## src/rtl/display_scan_ctrl.sv

```systemverilog
// Time-multiplexed 7-segment scan controller.
// Captures a display value via req/ack only at frame boundaries and scans one digit
// at a time. Each digit gets a guard (all-off) interval, then a show interval.
// Optional leading-zero blanking is evaluated on the captured shadow value.
module display_scan_ctrl #(
   parameter int NUM_DIGITS   = 8,
   parameter int REFRESH_DIV  = 50000,
   parameter int GUARD_CYCLES = 500,
   parameter int BLANK_ZEROS  = 1
) (
   input  logic                    clk,
   input  logic                    rst_n,
   input  logic [4*NUM_DIGITS-1:0] value,
   input  logic                    load_req,
   output logic                    load_ack,
   output logic [3:0]              nibble,
   output logic                    blank,
   output logic [NUM_DIGITS-1:0]   digit_en_n,
   output logic                    frame_done
);

   localparam int MAX_CNT = (REFRESH_DIV > GUARD_CYCLES) ? REFRESH_DIV : GUARD_CYCLES;
   localparam int CW      = $clog2(MAX_CNT) + 1;
   localparam int IW      = $clog2(NUM_DIGITS);

   localparam logic [CW-1:0] SHOW_LAST  = CW'(REFRESH_DIV - 1);
   localparam logic [CW-1:0] GUARD_LAST = CW'((GUARD_CYCLES == 0) ? 0 : GUARD_CYCLES - 1);
   localparam logic [IW-1:0] IDX_LAST   = IW'(NUM_DIGITS - 1);

   typedef enum logic [1:0] {
      ST_OFF,
      ST_GUARD,
      ST_SHOW
   } state_t;

   // Every digit starts in GUARD, or goes straight to SHOW when there is no guard phase.
   localparam state_t DIGIT_START = (GUARD_CYCLES == 0) ? ST_SHOW : ST_GUARD;

   state_t                  state, state_nx;
   logic [IW-1:0]           idx, idx_nx;
   logic [CW-1:0]           cnt, cnt_nx;
   logic [4*NUM_DIGITS-1:0] shadow, shadow_nx;
   logic                    ack_nx, fd_nx;
   logic [NUM_DIGITS-1:0]   en_nx;
   logic [3:0]              nib_nx;
   logic                    blank_nx;

   // Next-state, counter, index and shadow-capture logic.
   always_comb begin
      state_nx  = state;
      idx_nx    = idx;
      cnt_nx    = cnt + 1'b1;
      shadow_nx = shadow;
      ack_nx    = 1'b0;
      fd_nx     = 1'b0;
      case (state)
         ST_OFF: begin
            cnt_nx = '0;
            if (load_req) begin
               shadow_nx = value;
               ack_nx    = 1'b1;
               idx_nx    = '0;
               state_nx  = DIGIT_START;
            end
         end
         ST_GUARD: begin
            if (cnt == GUARD_LAST) begin
               cnt_nx   = '0;
               state_nx = ST_SHOW;
            end
         end
         ST_SHOW: begin
            if (cnt == SHOW_LAST) begin
               cnt_nx   = '0;
               state_nx = DIGIT_START;
               if (idx == IDX_LAST) begin
                  idx_nx = '0;
                  fd_nx  = 1'b1;
                  if (load_req) begin
                     shadow_nx = value;
                     ack_nx    = 1'b1;
                  end
               end else begin
                  idx_nx = idx + 1'b1;
               end
            end
         end
         default: begin
            state_nx = ST_OFF;
            cnt_nx   = '0;
         end
      endcase
   end

   // Outputs are derived from the next-state values so that registering them keeps them
   // aligned with the state they describe.
   always_comb begin
      en_nx    = '1;
      nib_nx   = '0;
      blank_nx = 1'b1;
      if (state_nx == ST_SHOW) begin
         blank_nx = 1'b0;
         for (int unsigned i = 0; i < NUM_DIGITS; i++) begin
            if (IW'(i) == idx_nx) begin
               en_nx[i] = 1'b0;
               nib_nx   = shadow_nx[4*i +: 4];
               if (BLANK_ZEROS != 0 && i > 0)
                  blank_nx = ((shadow_nx >> (4*i)) == '0);
            end
         end
      end
   end

   // State and output registers.
   always_ff @(posedge clk or negedge rst_n) begin
      if (!rst_n) begin
         state      <= ST_OFF;
         idx        <= '0;
         cnt        <= '0;
         shadow     <= '0;
         digit_en_n <= '1;
         nibble     <= '0;
         blank      <= 1'b1;
         load_ack   <= 1'b0;
         frame_done <= 1'b0;
      end else begin
         state      <= state_nx;
         idx        <= idx_nx;
         cnt        <= cnt_nx;
         shadow     <= shadow_nx;
         digit_en_n <= en_nx;
         nibble     <= nib_nx;
         blank      <= blank_nx;
         load_ack   <= ack_nx;
         frame_done <= fd_nx;
      end
   end

endmodule

```

## config.mk

```make
export PLATFORM = sky130hd
export DESIGN_NAME = display_scan_ctrl
export DESIGN_NICKNAME = d
export VERILOG_FILES = /design/src/rtl/display_scan_ctrl.sv
export SDC_FILE = /design/constraint.sdc
export NUM_CORES = 1
export LEC_CHECK = 0
export CAP_MARGIN = 15
export CELL_PAD_IN_SITES_DETAIL_PLACEMENT = 2
export CELL_PAD_IN_SITES_GLOBAL_PLACEMENT = 2
export CORE_UTILIZATION = 37
export CTS_CLUSTER_SIZE = 14
export DETAILED_ROUTE_END_ITERATION = 12
export MAX_ROUTING_LAYER = met4
export PLACE_DENSITY_LB_ADDON = 0.25
export SYNTH_ARGS = -nofsm -noshare
export SYNTH_HDL_FRONTEND = slang
export SYNTH_SLANG_ARGS = --single-unit
export TNS_END_PERCENT = 10
```

## constraint.sdc

```tcl
create_clock -name clk -period 4.6 [get_ports clk]
set_input_delay 0.46 -clock clk [delete_from_list [all_inputs] [get_ports clk]]
set_output_delay 0.46 -clock clk [all_outputs]
set_load 0.02 [all_outputs]
```

# Word level (Yosys, flattened, before mapping)
# Cells that the tools add are included.
# Widths: inputs -> output; s select.
dict set report op_classes {
  add_sub_neg 2
  eq_ne 13
  n_mux 48
  n_reduce_logical 9
}
# operator n
set op_table {}
lappend op_table {{$logic_not 32->1} 7}
lappend op_table {{$mux 32} 3}
lappend op_table {{$pmux 32 s2} 1}
lappend op_table {{$mux 4} 9}
lappend op_table {{$mux 17} 2}
lappend op_table {{$pmux 17 s2} 1}
lappend op_table {{$mux 1} 22}
lappend op_table {{$add 17x1->17 const B} 1}
lappend op_table {{$eq 17x16->1 const B} 1}
lappend op_table {{$eq 17x9->1 const B} 1}
lappend op_table {{$eq 3x3->1 const A} 4}
lappend op_table {{$mux 3} 3}
lappend op_table {{$mux 8} 1}
lappend op_table {{$eq 2x3->1 const A} 2}
lappend op_table {{$mux 2} 3}
lappend op_table {{$pmux 2 s3} 1}
lappend op_table {{$pmux 3 s2} 1}
lappend op_table {{$eq 2x2->1 const B} 2}
lappend op_table {{$add 3x1->3 const B} 1}
lappend op_table {{$eq 1x3->1 const A} 1}
lappend op_table {{$eq 3x3->1 const B} 1}
lappend op_table {{$logic_not 3->1} 1}
lappend op_table {{$eq 2x1->1 const B} 1}
lappend op_table {{$logic_not 2->1} 1}
lappend op_table {{$pmux 1 s2} 1}
dict set report word_totals {
  register_bits 69
  in_bits 35
  output_inout_bits 15
  wordCells 81
}

# Depth between registers and ports, before layout
dict set report logic_depth {
  ltp_word 14
  depth_mapped 12
  mapped_depth_nobuf 10
}

# Least setup slack after synthesis
# Ideal clock, no wire load.
dict set report synth_path {
  kind {reg-to-reg}
  start {register cnt[0]}
  end {register blank}
  setup_time_ps 75
  arrival_time_ps 2798
  t_required_ps 4525
  setup_slack_ps 1727
  path_stages_with_launch 11
  path_buffers 2
  synth_period_minus_slack_ps 2873
  cell_sequence {dfrtp_1 > ha_1 > or4b_4 > or4_1 > buf_2 > o211a_1 > buf_6 > or3_4 > o22ai_1 > o211ai_1 > o211ai_2}
}
dict set report synth_via {
  elab_chain_cells 12
  word_cells_on_any_way 32
  cone_classes {eq/ne: 10; mux: 15; reduce/logical: 7}
}
# item line
set synth_lines {}
lappend synth_lines {{from (decl)} 41} ;# logic [CW-1:0] cnt, cnt_nx;
lappend synth_lines {{from (signal assigned)} 129} ;# cnt <= cnt_nx;
lappend synth_lines {{$eq 17x16->1} 73} ;# if (cnt == SHOW_LAST) begin
lappend synth_lines {{$mux 32 / $mux 3 (equally long branches)} 73}
lappend synth_lines {{$pmux 32 s2 / $pmux 3 s2 (equally long branches)} 56} ;# case (state)
lappend synth_lines {{$logic_not 32->1 / $eq 1x3->1 (equally long branches)} {108, 104}}
lappend synth_lines {{$mux 1 (7 in series)} 104} ;# if (IW'(i) == idx_nx) begin
lappend synth_lines {{$mux 1 *} 101} ;# if (state_nx == ST_SHOW) begin
lappend synth_lines {{named net blank_nx} 46} ;# logic blank_nx;
lappend synth_lines {{to (signal assigned)} 133} ;# blank <= blank_nx;
lappend synth_lines {{to (decl)} 17} ;# output logic blank,
# Mark *: on every way through the listed nets, which the timed path passes. The rest lies on a longest branch.

# Worst setup path after layout
dict set report layout_path {
  start {register cnt[0]}
  end {register nibble[1]}
}
dict set report layout_via {
  word_cells_on_any_way 27
  cone_classes {eq/ne: 10; mux: 16; reduce/logical: 1}
}
# item line
set layout_rtl {}
lappend layout_rtl {{$eq 17x16->1} 73}
lappend layout_rtl {{$mux 32} 73}
lappend layout_rtl {{$pmux 32 s2} 56}
lappend layout_rtl {{named net shadow_nx[25]} 42} ;# logic [4*NUM_DIGITS-1:0] shadow, shadow_nx;
lappend layout_rtl {{$mux 4 (2 in series)} 104}
lappend layout_rtl {{$mux 4} 101}
lappend layout_rtl {{named net nib_nx[1]} 45} ;# logic [3:0] nib_nx;
lappend layout_rtl {{to (signal assigned)} 132} ;# nibble <= nib_nx;
lappend layout_rtl {{to (decl)} 16} ;# output logic [3:0] nibble,
# The timed path passes the listed nets, and every way through them passes these cells.

==> impl_metrics.sql <==
INSERT INTO impl_metrics (metric_group, metric, value, unit) VALUES
('floorplan', 'fp.dieH', '101', 'um'),
('yosys', 'synth.area.mux_share', '0.0225', ''),
('timing', 'relSlewSlack', '0.387', ''),
('routing', 'routed_wirelength', '11800', 'um'),
('routing', 'remaining_drc_errors', '0', ''),
('floorplan', 'rows', '35', ''),
('routing', 'drt-pass1-iter-count', '4', ''),
('yosys', 'syn_avg_cell_area', '9.74', 'um2'),
('min_path', 'hp-class', 'in -> async', ''),
('finish', 'flow.area_growth_from_synthesis', '22.1', '%'),
('floorplan', 'die_boundary_width', '101', 'um'),
('global_routing', 'grt_pass1_vias', '3398', ''),
('timing', 'setup_tns', '0', 'ns'),
('global_routing', 'initial_antenna_violation_count', '0', ''),
('power', 'vdd_ir_drop_max', '0.000223', 'V'),
('timing', 'fmax', '0.272', 'GHz'),
('yosys', 'synth.distinct_cells', '62', ''),
('worst_setup_path', 'setup.worst_path.start_class', 'flip-flop', ''),
('floorplan', 'floorplan.die_area', '10200', 'um2'),
('yosys', 'number_of_instances_in_the_synthesized_netlist', '372', ''),
('worst_setup_path', 'cp.required', '4.83', 'ns'),
('yosys', 'yosys.area_share.xor_xnor', '0.0363', ''),
('clock_tree', 'cts_made_buffers', '9', ''),
('clock_tree', 'cts_num_sinks', '69', ''),
('yosys', 'post_synth_fa_ha_maj_area_fraction', '0.0242', ''),
('global_routing', 'wire_length_of_the_first_global_routing_pass', '19100', 'um'),
('clock_tree', 'postCtsHoldBufs', '0', ''),
('routing', 'detail-route-antenna-nets', '0', ''),
('power', 'power_density', '457', 'nW/um2'),
('run_status', 'outcome', 'completed', ''),
('yosys', 'ys_dominant_reg_cell', 'sky130_fd_sc_hd__dfrtp_1', ''),
('yosys', 'synth_enable_flop_cells', '0', ''),
('floorplan', 'starting_density', '0.387', ''),
('yosys', 'main_combinational_cell_family_by_area_after_synthesis', 'simple AND/OR/NAND/NOR gates', ''),
('timing', 'finalHoldWorstSlack', '0.169', 'ns'),
('worst_setup_path', 'cp-end-kind', 'flip-flop', ''),
('finish', 'final_core_util', '0.472', ''),
('timing', 'grt_setup_unrepaired', 'false', ''),
('clock_tree', 'htree_levels', '3', ''),
('worst_setup_path', 'path_max_fanout', '18', ''),
('global_routing', 'grt_remaining_overflow', '0', ''),
('yosys', 'ys_ff_latch', '69', ''),
('global_routing', 'maximum_number_of_pins_on_one_net_before_global_route_repair', '38', ''),
('timing', 'finalClockSkew', '0.0121', 'ns'),
('clock_tree', 'maximum_clock_path_buffer_count', '2', ''),
('clock_tree', 'tritoncts', 'yes', ''),
('finish', 'finalNetCount', '459', ''),
('flow_run', 'drv_cap', '0', ''),
('yosys', 'synth_simple_gate_area_frac', '0.197', ''),
('timing', 'timing.final.crit_share', '0.799', ''),
('power', 'power.leakage', '1.82', 'nW'),
('placed_design', 'hpwl', '8510', 'um'),
('timing', 'setup_violations', '0', ''),
('routing', 'route.vias.total', '3179', ''),
('power', 'fin_total_pwr', '2.02', 'mW'),
('worst_setup_path', 'arrival_time_reported_for_the_critical_path_endpoint', '3.91', 'ns'),
('placed_design', 'numPortBuffers', '49', ''),
('routing', 'drt_first_iter_violations', '137', ''),
('finish', 'layout-drive-gt1-share', '0.111', ''),
('timing', 'report.final.slew_viol_count', '0', ''),
('routing', 'drt-vias-per-instance', '5.77', ''),
('clock_tree', 'post_cts.repair.setup_buffers', '0', ''),
('global_routing', 'grt_util_all_layers', '0.260', ''),
('finish', 'number_of_antenna_repair_diodes', '0', ''),
('floorplan', 'core_area', '9370', 'um2'),
('floorplan', 'design.portCount', '50', ''),
('clock_tree', 'cts-root-buf', 'sky130_fd_sc_hd__clkbuf_8', ''),
('timing', 'timing_worst_slew_pin_value', '0.918', 'ns'),
('yosys', 'synth-seq-area-share', '0.480', ''),
('clock_tree', 'clock_latency_on_the_worst_skew_pair', '0.36', 'ns'),
('routing', 'routed_wire_length_per_instance', '21.5', 'um'),
('yosys', 'syn-cell-area', '3620', 'um2'),
('yosys', 'synth_compound_area_frac', '0.192', ''),
('timing', 'fin_crit', '3.68', 'ns'),
('clock_tree', 'ctsResizeCount', '0', ''),
('placed_design', 'place_congestion', '0.807', ''),
('yosys', 'syn-num-nets', '414', ''),
('yosys', 'yosysWarningCount', '0', ''),
('yosys', 'asyncSetResetFlopFracSynth', '1.00', ''),
('clock_tree', 'clkTransAtPathRegs', '0.09', 'ns'),
('timing', 'timing_hold_violations_final', '0', ''),
('worst_setup_path', 'criticalPathCategory', 'reg -> reg', '');
-- flip-flops by register name (all words and copies together) (netlist names) --
signal      cells
frame_done      1
cnt            17
idx             3
digit_en_n      8
load_ack        1
nibble          4
blank           1
shadow         32
state           2
-- synthesized netlist by cell type (all sizes together), types with 7 or more instances --
cell type,n,area (um2)
a22o,10,87.6
nand2,34,128
mux2i,7,70.1
nand3,9,45.0
clkbuf,10,37.5
ha,7,87.6
o211ai,7,57.6
xor2,10,87.6
dfstp,9,236
dfrtp,60,1500
buf,10,60.1
a21oi,12,60.1
nor2,46,178
nand4,9,56.3
a32oi,9,78.8
inv,20,75.1
o21ai,18,90.1
-- path summary, 6_finish.rpt --
path                            cells past startpoint  slack (ns)                  end        startpoint
worst max-delay path                                9        0.92  nibble[1]$_DFF_PN0_  cnt[0]$_DFF_PN0_
worst min-delay path                                1        0.17  nibble[0]$_DFF_PN0_             rst_n
worst max register to register                      9        0.92  nibble[1]$_DFF_PN0_  cnt[0]$_DFF_PN0_
worst min register to register                      1        0.50     cnt[0]$_DFF_PN0_  cnt[0]$_DFF_PN0_
max in group asynchronous                           2        3.44      blank$_DFF_PN1_             rst_n
min in group clk                                    1        0.50     cnt[0]$_DFF_PN0_  cnt[0]$_DFF_PN0_
-- logic make-up after synthesis --
| family | after synthesis |
|---|---|
| compound gates | 95 |
| xor+xnor | 15 |
| fa+ha+maj | 7 |
| buf+inv | 40 |
| flops | 69 |
| mux | 8 |
| simple gates | 138 |
-- layer usage --
layer / wire length (um) / GRT usage / share of wire / up-vias
met5: 0 / - / 0 / -
met4: 184 / 0.0847 / 0.016 / 0
met3: 418 / 0.0423 / 0.035 / 17
met2: 5630 / 0.398 / 0.48 / 86
met1: 5600 / 0.352 / 0.47 / 1628
li1: - / - / - / 1448
-- report_power, final --
| part | total [mW] | internal (mW) | switching, mW | leakage, nW |
|---|---|---|---|---|
| logic | 0.636 | 0.238 | 0.398 | 0.841 |
| registers | 0.832 | 0.757 | 0.0748 | 0.871 |
| clock network | 0.551 | 0.302 | 0.249 | 0.105 |
-- per-stage QoR --
| stage | instance area, um2 | cells | setup WS [ns] |
|---|---|---|---|
| after floorplan | 3620 | 372 | 1.73 |
| after global placement | 4210 | 535 | 1.09 |
| after detailed placement | 4210 | 535 | 0.986 |
| after CTS | 4420 | 551 | 0.955 |
| after global routing | 4420 | 551 | 0.686 |
| final | 4420 | 551 | 0.925 |
-- cell type report --
| type | instances | area, um2 |
|---|---|---|
| Clock buffer | 9 | 124 |
| Sequential cell | 69 | 1740 |
| Multi-Input combinational cell | 263 | 1710 |
| Fill cell | 1018 | 4950 |
| Clock inverter | 7 | 90.1 |
| Tap cell | 129 | 161 |
| Inverter | 20 | 75.1 |
| Timing Repair Buffer | 54 | 523 |
-- cell usage in the layout, fill, tap and decap left out, types with 3 or more instances in the layout --
cell / count
sky130_fd_sc_hd__o211ai_1: 6
sky130_fd_sc_hd__inv_1: 18
sky130_fd_sc_hd__a22o_1: 10
sky130_fd_sc_hd__nor2_1: 44
sky130_fd_sc_hd__xnor2_1: 5
sky130_fd_sc_hd__nor3_1: 5
sky130_fd_sc_hd__o221ai_1: 4
sky130_fd_sc_hd__buf_4: 5
sky130_fd_sc_hd__nand4_1: 9
sky130_fd_sc_hd__nand3_1: 9
sky130_fd_sc_hd__a32oi_1: 9
sky130_fd_sc_hd__o41ai_1: 3
sky130_fd_sc_hd__a31oi_1: 3
sky130_fd_sc_hd__nand2_1: 34
sky130_fd_sc_hd__clkbuf_8: 9
sky130_fd_sc_hd__clkdlybuf4s50_1: 48
sky130_fd_sc_hd__mux2i_1: 7
sky130_fd_sc_hd__a211oi_1: 3
sky130_fd_sc_hd__nor2b_1: 3
sky130_fd_sc_hd__or4_1: 5
sky130_fd_sc_hd__nor4_1: 4
sky130_fd_sc_hd__a32o_1: 3
sky130_fd_sc_hd__clkinv_2: 3
sky130_fd_sc_hd__dfstp_2: 9
sky130_fd_sc_hd__xor2_1: 10
sky130_fd_sc_hd__o22ai_1: 6
sky130_fd_sc_hd__and2_1: 6
sky130_fd_sc_hd__dfrtp_1: 60
sky130_fd_sc_hd__ha_1: 7
sky130_fd_sc_hd__a21oi_1: 12
sky130_fd_sc_hd__o21ai_0: 16
-- critical path: stages, from the launching register on --
cell	delay [ns]
sky130_fd_sc_hd__dfrtp_1	0.40
sky130_fd_sc_hd__ha_1	0.22
sky130_fd_sc_hd__or4b_4	0.52
sky130_fd_sc_hd__or4_1	0.57
sky130_fd_sc_hd__o21bai_2	0.77
sky130_fd_sc_hd__a32oi_1	0.19
sky130_fd_sc_hd__inv_1	0.21
sky130_fd_sc_hd__mux2_2	0.19
sky130_fd_sc_hd__o221ai_1	0.12
sky130_fd_sc_hd__a221oi_1	0.36
Power figures use the tool's default switching activity.
